--- src/rtl/seq_load_buffer_if.sv ---
// Byte-stream load and slice-read bus of the sequence load buffer.
// The master side (stream source / PU array) drives requests and the slave side (buffer) answers.
interface seq_load_buffer_if #(
    parameter int INPUT_WIDTH = 8,
    parameter int IDX_WIDTH   = 4,
    parameter int PAIR_WIDTH  = 4
);
    logic                   start;
    logic [INPUT_WIDTH-1:0] data_in;
    logic                   data_valid;
    logic                   data_ready;
    logic                   load_done;
    logic                   seq_full;
    logic                   rd_en;
    logic [IDX_WIDTH-1:0]   rd_idx;
    logic [PAIR_WIDTH-1:0]  q_pair;
    logic [PAIR_WIDTH-1:0]  d_pair;
    logic                   rd_valid;

    modport master (
        output start, data_in, data_valid, rd_en, rd_idx,
        input  data_ready, load_done, seq_full, q_pair, d_pair, rd_valid
    );

    modport slave (
        input  start, data_in, data_valid, rd_en, rd_idx,
        output data_ready, load_done, seq_full, q_pair, d_pair, rd_valid
    );
endinterface

--- src/rtl/seq_load_buffer.sv ---
// Loads query then database sequences (4 letters per byte) into byte registers and
// serves registered 2-letter slices of both once the pair is resident.
module seq_load_buffer #(
    parameter int SEQ_LENGTH            = 32,
    parameter int LETTER_WIDTH          = 2,
    parameter int INPUT_WIDTH           = 8,
    parameter int NUM_BUFF_REGS         = 8,
    parameter int NUM_LETTERS_TO_CHOOSE = 2
) (
    input logic             clk,
    input logic             rst_n,
    seq_load_buffer_if.slave bus
);
    localparam int CNT_W          = $clog2(NUM_BUFF_REGS);
    localparam int PAIR_W         = NUM_LETTERS_TO_CHOOSE * LETTER_WIDTH;
    localparam int NUM_SLICES     = SEQ_LENGTH / NUM_LETTERS_TO_CHOOSE;
    localparam int SLICES_PER_REG = INPUT_WIDTH / PAIR_W;
    localparam logic [CNT_W-1:0] CNT_LAST = CNT_W'(NUM_BUFF_REGS - 1);

    typedef enum logic [1:0] {
        IDLE   = 2'd0,
        LOAD_Q = 2'd1,
        LOAD_D = 2'd2,
        FULL   = 2'd3
    } state_t;

    state_t                 state, state_next;
    logic [CNT_W-1:0]       cnt, cnt_next;
    logic                   load_last;
    logic                   xfer;
    logic                   rd_fire;
    logic [INPUT_WIDTH-1:0] q_reg [NUM_BUFF_REGS];
    logic [INPUT_WIDTH-1:0] d_reg [NUM_BUFF_REGS];
    logic [PAIR_W-1:0]      q_slice [NUM_SLICES];
    logic [PAIR_W-1:0]      d_slice [NUM_SLICES];

    // Ready and full are plain decodes of the state register, so they stay registered outputs.
    assign bus.data_ready = (state == LOAD_Q) || (state == LOAD_D);
    assign bus.seq_full   = (state == FULL);
    assign xfer           = bus.data_valid && bus.data_ready;
    assign rd_fire        = bus.rd_en && (state == FULL);

    // NOTE: sequential state uses non-blocking assignments so every register samples pre-edge values.
    always_ff @(posedge clk or negedge rst_n) begin
        if (!rst_n) begin
            state <= IDLE;
            cnt   <= '0;
        end else begin
            state <= state_next;
            cnt   <= cnt_next;
        end
    end

    // NOTE: every always_comb output gets a default first, so no path can infer a latch.
    always_comb begin
        state_next = state;
        cnt_next   = cnt;
        load_last  = 1'b0;
        case (state)
            IDLE: begin
                if (bus.start) begin
                    state_next = LOAD_Q;
                    cnt_next   = '0;
                end
            end
            LOAD_Q: begin
                if (xfer) begin
                    cnt_next = cnt + 1'b1;
                    if (cnt == CNT_LAST) state_next = LOAD_D;
                end
            end
            LOAD_D: begin
                if (xfer) begin
                    cnt_next = cnt + 1'b1;
                    if (cnt == CNT_LAST) begin
                        state_next = FULL;
                        load_last  = 1'b1;
                    end
                end
            end
            FULL: begin
                if (bus.start) begin
                    state_next = LOAD_Q;
                    cnt_next   = '0;
                end
            end
            default: state_next = IDLE;
        endcase
    end

    // NOTE: the sequence buffers are reset explicitly so a discarded partial load leaves no residue.
    always_ff @(posedge clk or negedge rst_n) begin
        if (!rst_n) begin
            for (int i = 0; i < NUM_BUFF_REGS; i++) begin
                q_reg[i] <= '0;
                d_reg[i] <= '0;
            end
        end else begin
            if (xfer && (state == LOAD_Q)) q_reg[cnt] <= bus.data_in;
            if (xfer && (state == LOAD_D)) d_reg[cnt] <= bus.data_in;
        end
    end

    // Slice s holds letters 2s and 2s+1; letter 0 sits in the low bits of register 0.
    for (genvar s = 0; s < NUM_SLICES; s++) begin : g_slice
        assign q_slice[s] = q_reg[s / SLICES_PER_REG][(s % SLICES_PER_REG) * PAIR_W +: PAIR_W];
        assign d_slice[s] = d_reg[s / SLICES_PER_REG][(s % SLICES_PER_REG) * PAIR_W +: PAIR_W];
    end

    // A read coinciding with a restart still sees the old contents; writes begin a cycle later.
    always_ff @(posedge clk or negedge rst_n) begin
        if (!rst_n) begin
            bus.q_pair    <= '0;
            bus.d_pair    <= '0;
            bus.rd_valid  <= 1'b0;
            bus.load_done <= 1'b0;
        end else begin
            bus.load_done <= load_last;
            bus.rd_valid  <= rd_fire;
            if (rd_fire) begin
                bus.q_pair <= q_slice[bus.rd_idx];
                bus.d_pair <= d_slice[bus.rd_idx];
            end
        end
    end
endmodule

--- src/flat_wrapper.sv ---
// flat-port wrapper written by rule: the top's interface ports become plain ports
module seq_load_buffer_flat 
#(
    parameter int SEQ_LENGTH            = 32,
    parameter int LETTER_WIDTH          = 2,
    parameter int INPUT_WIDTH           = 8,
    parameter int NUM_BUFF_REGS         = 8,
    parameter int NUM_LETTERS_TO_CHOOSE = 2
)
  (clk, rst_n, bus_start, bus_data_in, bus_data_valid, bus_rd_en, bus_rd_idx, bus_data_ready, bus_load_done, bus_seq_full, bus_q_pair, bus_d_pair, bus_rd_valid);
  seq_load_buffer_if #(.INPUT_WIDTH(INPUT_WIDTH)) bus_i ();
  input logic clk;
  input logic rst_n;
  input wire logic [$bits(bus_i.start)-1:0] bus_start;
  input wire logic [$bits(bus_i.data_in)-1:0] bus_data_in;
  input wire logic [$bits(bus_i.data_valid)-1:0] bus_data_valid;
  input wire logic [$bits(bus_i.rd_en)-1:0] bus_rd_en;
  input wire logic [$bits(bus_i.rd_idx)-1:0] bus_rd_idx;
  output wire logic [$bits(bus_i.data_ready)-1:0] bus_data_ready;
  output wire logic [$bits(bus_i.load_done)-1:0] bus_load_done;
  output wire logic [$bits(bus_i.seq_full)-1:0] bus_seq_full;
  output wire logic [$bits(bus_i.q_pair)-1:0] bus_q_pair;
  output wire logic [$bits(bus_i.d_pair)-1:0] bus_d_pair;
  output wire logic [$bits(bus_i.rd_valid)-1:0] bus_rd_valid;
  assign bus_i.start = bus_start;
  assign bus_i.data_in = bus_data_in;
  assign bus_i.data_valid = bus_data_valid;
  assign bus_i.rd_en = bus_rd_en;
  assign bus_i.rd_idx = bus_rd_idx;
  assign bus_data_ready = bus_i.data_ready;
  assign bus_load_done = bus_i.load_done;
  assign bus_seq_full = bus_i.seq_full;
  assign bus_q_pair = bus_i.q_pair;
  assign bus_d_pair = bus_i.d_pair;
  assign bus_rd_valid = bus_i.rd_valid;
  seq_load_buffer #(.SEQ_LENGTH(SEQ_LENGTH), .LETTER_WIDTH(LETTER_WIDTH), .INPUT_WIDTH(INPUT_WIDTH), .NUM_BUFF_REGS(NUM_BUFF_REGS), .NUM_LETTERS_TO_CHOOSE(NUM_LETTERS_TO_CHOOSE)) u_core (.clk(clk), .rst_n(rst_n), .bus(bus_i));
endmodule
--- config.mk ---
export PLATFORM = sky130hd
export DESIGN_NAME = seq_load_buffer_flat
export DESIGN_NICKNAME = d
export VERILOG_FILES = /design/src/rtl/seq_load_buffer_if.sv /design/src/rtl/seq_load_buffer.sv /design/src/flat_wrapper.sv
export SDC_FILE = /design/constraint.sdc
export NUM_CORES = 1
export LEC_CHECK = 0
export BUFFER_PORTS_ARGS = -buffer_cell sky130_fd_sc_hd__buf_2
export CORE_ASPECT_RATIO = 1.1
export CORE_MARGIN = 4
export CORE_UTILIZATION = 40
export DETAILED_ROUTE_END_ITERATION = 10
export GPL_TIMING_DRIVEN = 0
export PLACE_DENSITY = 0.59
export SLEW_MARGIN = 20
export SYNTH_ARGS = -nofsm -noshare
export SYNTH_HDL_FRONTEND = slang
export SYNTH_SLANG_ARGS = --single-unit
export TNS_END_PERCENT = 1
--- constraint.sdc ---
create_clock -name clk -period 2.1 [get_ports clk]
set_input_delay 0.21 -clock clk [delete_from_list [all_inputs] [get_ports clk]]
set_output_delay 0.21 -clock clk [all_outputs]
set_load 0.01 [all_outputs]
==> impl_metrics.py, run 1 <==
metrics = {
    "routing": {
        "wirelength_mm": 15.6,
        "drt-vias-per-instance": 5.40,
        "first_pass_iters": 5,
        "vias": 4161,
        "drt_iter0_drc": 244,
        "wl_per_cell_um": 20.2,
        "antenna_left": 0,
        "remaining_drc_errors": 0,
    },
    "placed_design": {
        "gp_congestion": 0.783,
        "place_inst": 734,
        "dp_worst_setup_slack_ps": -321,
        "hpwlAfterDp_mm": 10.6,
        "io_buffers": 26,
        "post_dp_cell_area_sq_mm": 0.00714,
    },
    "global_route": {
        "grtUsageMet3_pct": 3.96,
        "grt-ovfl-total": 0,
        "grt_use_total_pct": 17.5,
        "grt_use_met1_pct": 22.1,
        "grt_pass1_vias": 4385,
        "grt_max_degree": 97,
        "antenna_found_initial": 0,
        "grt_use_met2_pct": 29.8,
        "busiest_layer": "met2",
        "grt_first_pass_wirelength_mm": 25.0,
    },
    "layout": {
        "fin_area_sq_mm": 0.00788,
        "final_cell_mix": "dfrtp_1, mux2_2, mux2i_1",
        "n_fill_cell": 1458,
        "antenna-diode-count": 0,
        "instances_no_fill": 771,
        "fin_nets": 578,
        "area.growth.synth_to_final_pct": 17.4,
        "drive_gt1_share_pct": 39.7,
        "final_common_cell": "dfrtp_1",
        "regArea_sq_mm": 0.00358,
        "multiInputGateArea_sq_mm": 0.00302,
    },
    "clock_tree": {
        "cts_tree": "built",
        "cts_htree_levels": 4,
        "clock_latency_ps": 430,
        "clock_sinks": 143,
        "cts.reportedPaths.clkPinSlew_ps": 60,
        "cts_made_buffers": 17,
        "clockBufferDepth": 2,
        "root_buffer": "clkbuf_16",
    },
    "die": {
        "die_x_um": 132,
        "start_util_pct": 40.9,
        "die_h_um": 144,
        "core_area_sq_mm": 0.0164,
        "die-area_sq_mm": 0.0189,
        "ios": 29,
        "num_rows": 49,
    },
    "hold_path": {
        "holdPathEnd": "u_core.cnt[2]",
        "hp-class": "in -> reg",
        "hold_start": "bus_start",
        "whs_path_depth": 2,
    },
    "run_status": {
        "run_status": "complete, no violations",
    },
    "yosys": {
        "ys_seq_area_share_pct": 53.3,
        "ys_top_cells_by_area": "dfrtp_1, mux2_2, mux2i_1",
        "ys.flop_type": "dfrtp_1",
        "synth_top_area_share_pct": 53.3,
        "yosysWarnings": 0,
        "synth_edf_count": 0,
        "yosys.area.top_type": "dfrtp_1",
        "ys_seq_elements": 143,
        "synth_cells": 503,
        "synth_cell_types": 30,
        "synthArstFlopShare_pct": 100,
        "post_synth.cell_area_avg_sq_um": 13.4,
        "syn_area_sq_mm": 0.00672,
        "synth_fp_nets": 527,
    },
    "timing": {
        "hold_viol_final": 0,
        "holdWs_ps": 14.5,
        "tightest_slew_ps": 747,
        "slew-limit-headroom_pct": 50.0,
        "rsz0062_at_grt": "yes",
        "finalMaxSlewViolations": 0,
        "fin_skew_ps": 11.7,
        "setup_viol": 0,
        "setup_slack_ps": 87.1,
        "fmax_ghz": 0.497,
        "fin_crit_sh_pct": 95.9,
        "period_minus_slack_ps": 2010,
    },
    "worst_setup_path": {
        "critPathTopFamily": "simple AND/OR/NAND/NOR gates",
        "critPathRequiredTime_ps": 2400,
        "cp-start-kind": "flip-flop",
        "r2r_slack_ps": 90,
        "slowest_stage": "dfrtp_1",
        "crit_buf_inv": 2,
        "cp-end-kind": "flip-flop",
        "slowest_delay_ps": 420,
        "rr_worst_depth": 7,
        "cp_data_arrival_time_ps": 2320,
        "critPathKind": "reg -> reg",
        "crit_chain": "inv_2, ha_4, buf_6, nor2b_4, nand3_2, nor2_4, mux2_2",
        "r2r-end": "u_core.q_reg[17]",
        "r2r_start": "u_core.state[0]",
        "worstPathMaxFanout": 9,
    },
    "power": {
        "intPower_mw": 7.33,
        "switching_share_pct": 27.7,
        "power.share.clock_pct": 32.8,
        "power.total_mw": 10.1,
        "ir_worst_vdd_mv": 0.735,
        "cellPowerDensity_mw_per_mm2": 1290,
        "leakagePower_nw": 3.86,
        "p_seq_share_pct": 42.1,
        "pwr-share-comb_pct": 25.1,
        "p_switching_mw": 2.81,
    },
    "job": {
        "drv_cap": 0,
    },
}
-- power groups by stage --
stage	registers (mW)	logic, mW	clock network, mW
final	4.26	2.55	3.33
after global routing	4.39	2.80	3.51
after CTS	4.26	2.53	3.37
after detailed placement	4.30	2.48	0
after global placement	4.24	2.38	0
after floorplan	4.19	1.86	0
-- cells by family (layout without fill, tap and decap cells) --
kind of cell	Yosys count	in the layout	synth area share (%)
adders and majority gates	7	7	1.30
buffers and inverters	34	98	2.33
muxes	196	196	32.5
AOI/OAI and AO/OA	33	33	3.19
DFF	143	143	53.3
and+or+nand+nor	90	90	7.38
-- metrics by stage --
stage	utilization [%]	TNS (ps)
final	48.0	0
after floorplan	-	0
after global placement	43.2	-166860
after detailed placement	43.4	-5360
after CTS	47.7	-340
after global routing	48.0	-63.0
-- synthesized netlist by cell type, types with 2 or more instances --
master and instances:
nand3b_4 2, nand2_1 32, mux2_2 113, and3_1 2, a22oi_1 18, o21ai_0 2, nand4_1 7, a21oi_1 10
nor2_2 8, mux2_4 16, nand3_1 20, nand2b_1 5, inv_1 4, clkbuf_1 16, mux2i_1 67, buf_4 2
o22ai_1 3, nor2b_1 2, nor2_1 5, ha_1 7, buf_2 11, dfrtp_1 143
-- worst max-delay path by stage --
| stage | start | to | slack (ps) | cells after the start |
|---|---|---|---|---|
| after floorplan | u_core.state[0] | u_core.q_reg[10] | 80 | 8 |
| after global placement | rst_n | u_core.q_reg[39] | -1150 | 1 |
| after detailed placement | u_core.state[1] | u_core.bus.d_pair[1] | -320 | 5 |
| after CTS | u_core.state[0] | u_core.q_reg[14] | -40 | 8 |
| after global routing | u_core.state[1] | u_core.bus.d_pair[1] | -30 | 5 |
| final | u_core.state[0] | u_core.q_reg[17] | 90 | 7 |
-- final cells by class --
cell class,count,share of cell area [%]
Timing Repair Buffer,33,2.89
Clock inverter,12,2.38
Tap cell,204,3.24
Inverter,4,0.190
Buffer,29,1.73
Sequential cell,143,45.4
Multi-Input combinational cell,326,38.3
Clock buffer,20,5.92
-- what timing repair did --
action	in CTS	in global routing
setup endpoints to repair	48	64
gates resized for setup	7	2
pin swaps	1	1
hold endpoints to repair	47	0
buffers inserted	1	4
hold buffers	1	0
-- metal layers --
layer	vias to the layer above	wire, um
li1	1913	-
met1	2171	6990
met2	58	7890
met3	19	421
met4	0	280
met5	-	0
Power figures use the tool's default switching activity.
==> run 2, diff against run 1 <==
- SETUP_SLACK_MARGIN: default -> 0.15
==> impl_metrics.py, run 2 (synthesis gave the netlist of run 1 again) <==
metrics = {
    "placed_design": {
        "hpwlAfterDp_mm": 10.7,
        "dp_worst_setup_slack_ps": -510,
        "io_buffers": 26,
        "gp_congestion": 0.807,
    },
    "timing": {
        "holdWs_ps": 25.9,
        "setup_tns_ps": 0,
        "period_minus_slack_ps": 2040,
        "setup_viol": 0,
        "fmax_ghz": 0.490,
        "fin_crit_sh_pct": 97.3,
        "setup_slack_ps": 57.3,
        "slew-limit-headroom_pct": 50.8,
        "rsz0062_at_grt": "yes",
        "fin_skew_ps": 9.16,
        "hold_viol_final": 0,
        "tightest_slew_ps": 736,
        "finalMaxSlewViolations": 0,
    },
    "die": {
        "die-area_sq_mm": 0.0189,
        "num_rows": 49,
        "die_h_um": 144,
        "start_util_pct": 40.9,
        "core_area_sq_mm": 0.0164,
        "die_x_um": 132,
        "ios": 29,
    },
    "worst_setup_path": {
        "critPathKind": "reg -> reg",
        "crit_end": "u_core.q_reg[13]",
        "cp-end-kind": "flip-flop",
        "worstPathMaxFanout": 8,
        "rr_worst_depth": 8,
        "r2r_start": "u_core.state[0]",
        "critPathRequiredTime_ps": 2400,
        "cp_data_arrival_time_ps": 2350,
        "worstSetupStartpoint": "u_core.state[0]",
        "r2r_slack_ps": 60,
        "cp-start-kind": "flip-flop",
        "r2r-end": "u_core.q_reg[13]",
    },
    "routing": {
        "wl_per_cell_um": 20.5,
        "wirelength_mm": 15.8,
        "drt_iter0_drc": 223,
        "drt-vias-per-instance": 5.39,
        "remaining_drc_errors": 0,
        "antenna_left": 0,
        "first_pass_iters": 4,
        "vias": 4175,
    },
    "layout": {
        "final_common_cell": "dfrtp_1",
        "antenna-diode-count": 0,
        "final_cell_mix": "dfrtp_1, mux2_2, mux2i_1",
        "drive_gt1_share_pct": 39.1,
        "n_fill_cell": 1438,
        "area.growth.synth_to_final_pct": 19.5,
        "fin_nets": 581,
    },
    "hold_path": {
        "hold_start": "bus_start",
        "hp-class": "in -> reg",
        "whs_path_depth": 2,
    },
    "clock_tree": {
        "clockBufferDepth": 2,
        "cts_tree": "built",
        "cts_htree_levels": 4,
        "root_buffer": "clkbuf_16",
        "cts_made_buffers": 17,
        "cts.reportedPaths.clkPinSlew_ps": 60,
        "clock_sinks": 143,
        "clock_latency_ps": 420,
    },
    "power": {
        "power.share.clock_pct": 29.5,
        "ir_worst_vdd_mv": 0.643,
        "p_seq_share_pct": 42.7,
        "leakagePower_nw": 3.92,
        "cellPowerDensity_mw_per_mm2": 1250,
        "switching_share_pct": 28.5,
        "intPower_mw": 7.18,
        "p_switching_mw": 2.86,
        "pwr-share-comb_pct": 27.7,
    },
    "global_route": {
        "grt_first_pass_wirelength_mm": 25.3,
        "grt_pass1_vias": 4592,
        "antenna_found_initial": 0,
        "grt_max_degree": 98,
        "grt-ovfl-total": 0,
        "grt_use_total_pct": 17.5,
    },
    "job": {
        "drv_cap": 0,
    },
    "run_status": {
        "run_status": "complete, no violations",
    },
}
-- run 2: worst max-delay path: stages (launching register included) --
cell	delay (ps)
dfrtp_1	420
inv_2	100
ha_4	200
buf_6	120
nor2b_4	180
and3b_4	250
and3_4	200
buf_12	140
mux2_4	310
-- run 2: power groups by stage --
stage	sequential [mW]	combinational (mW)	clock, mW
2_1_floorplan	4.20	1.91	0
3_3_place_gp	4.25	2.44	0
3_5_place_dp	4.31	2.53	0
4_1_cts	4.28	2.66	3.02
5_1_grt	4.41	3.06	3.15
6_report	4.29	2.79	2.96
-- run 2: stage by stage --
stage / instances / util (%) / power, mW / instance area [sq um]
after global placement: 733 / 43.4 / 6.68 / 7130
after CTS: 768 / 48.0 / 9.96 / 7890
after floorplan: 503 / - / 6.11 / 6740
after global routing: 774 / 48.8 / 10.6 / 8030
final: 774 / 48.8 / 10.0 / 8030
after detailed placement: 734 / 43.6 / 6.84 / 7170
-- run 2: routing by layer --
metal	track usage (%)	vias up	routed length (um)
li1	-	1924	-
met1	21.2	2180	7010
met2	31.1	52	8170
met3	4.48	19	419
met4	5.14	0	240
met5	0	-	0
-- run 2: worst min path at each step --
stage,endpoint
floorplan,u_core.bus.d_pair[0]
global placement,u_core.cnt[2]
detailed placement,u_core.d_reg[18]
CTS,u_core.cnt[2]
global route,u_core.cnt[1]
finish,u_core.cnt[2]
-- run 2: final cells by class --
cell class	count	area, sq um	area share, %
timing repair buffer	35	243	3.02
clock buffer	27	503	6.27
sequential	143	3580	44.6
buffer	30	160	2.00
multi-input combinational	326	3190	39.8
clock inverter	5	77.6	0.967
inverter	4	15.0	0.187
tap	204	255	3.18
-- run 2: what timing repair did --
action                                 CTS  global route
pin swaps                                3             2
buffers inserted                         1             6
hold buffers                             1             0
setup endpoints to repair               63            96
resized for setup                       32            17
endpoints found under the hold margin   46             0
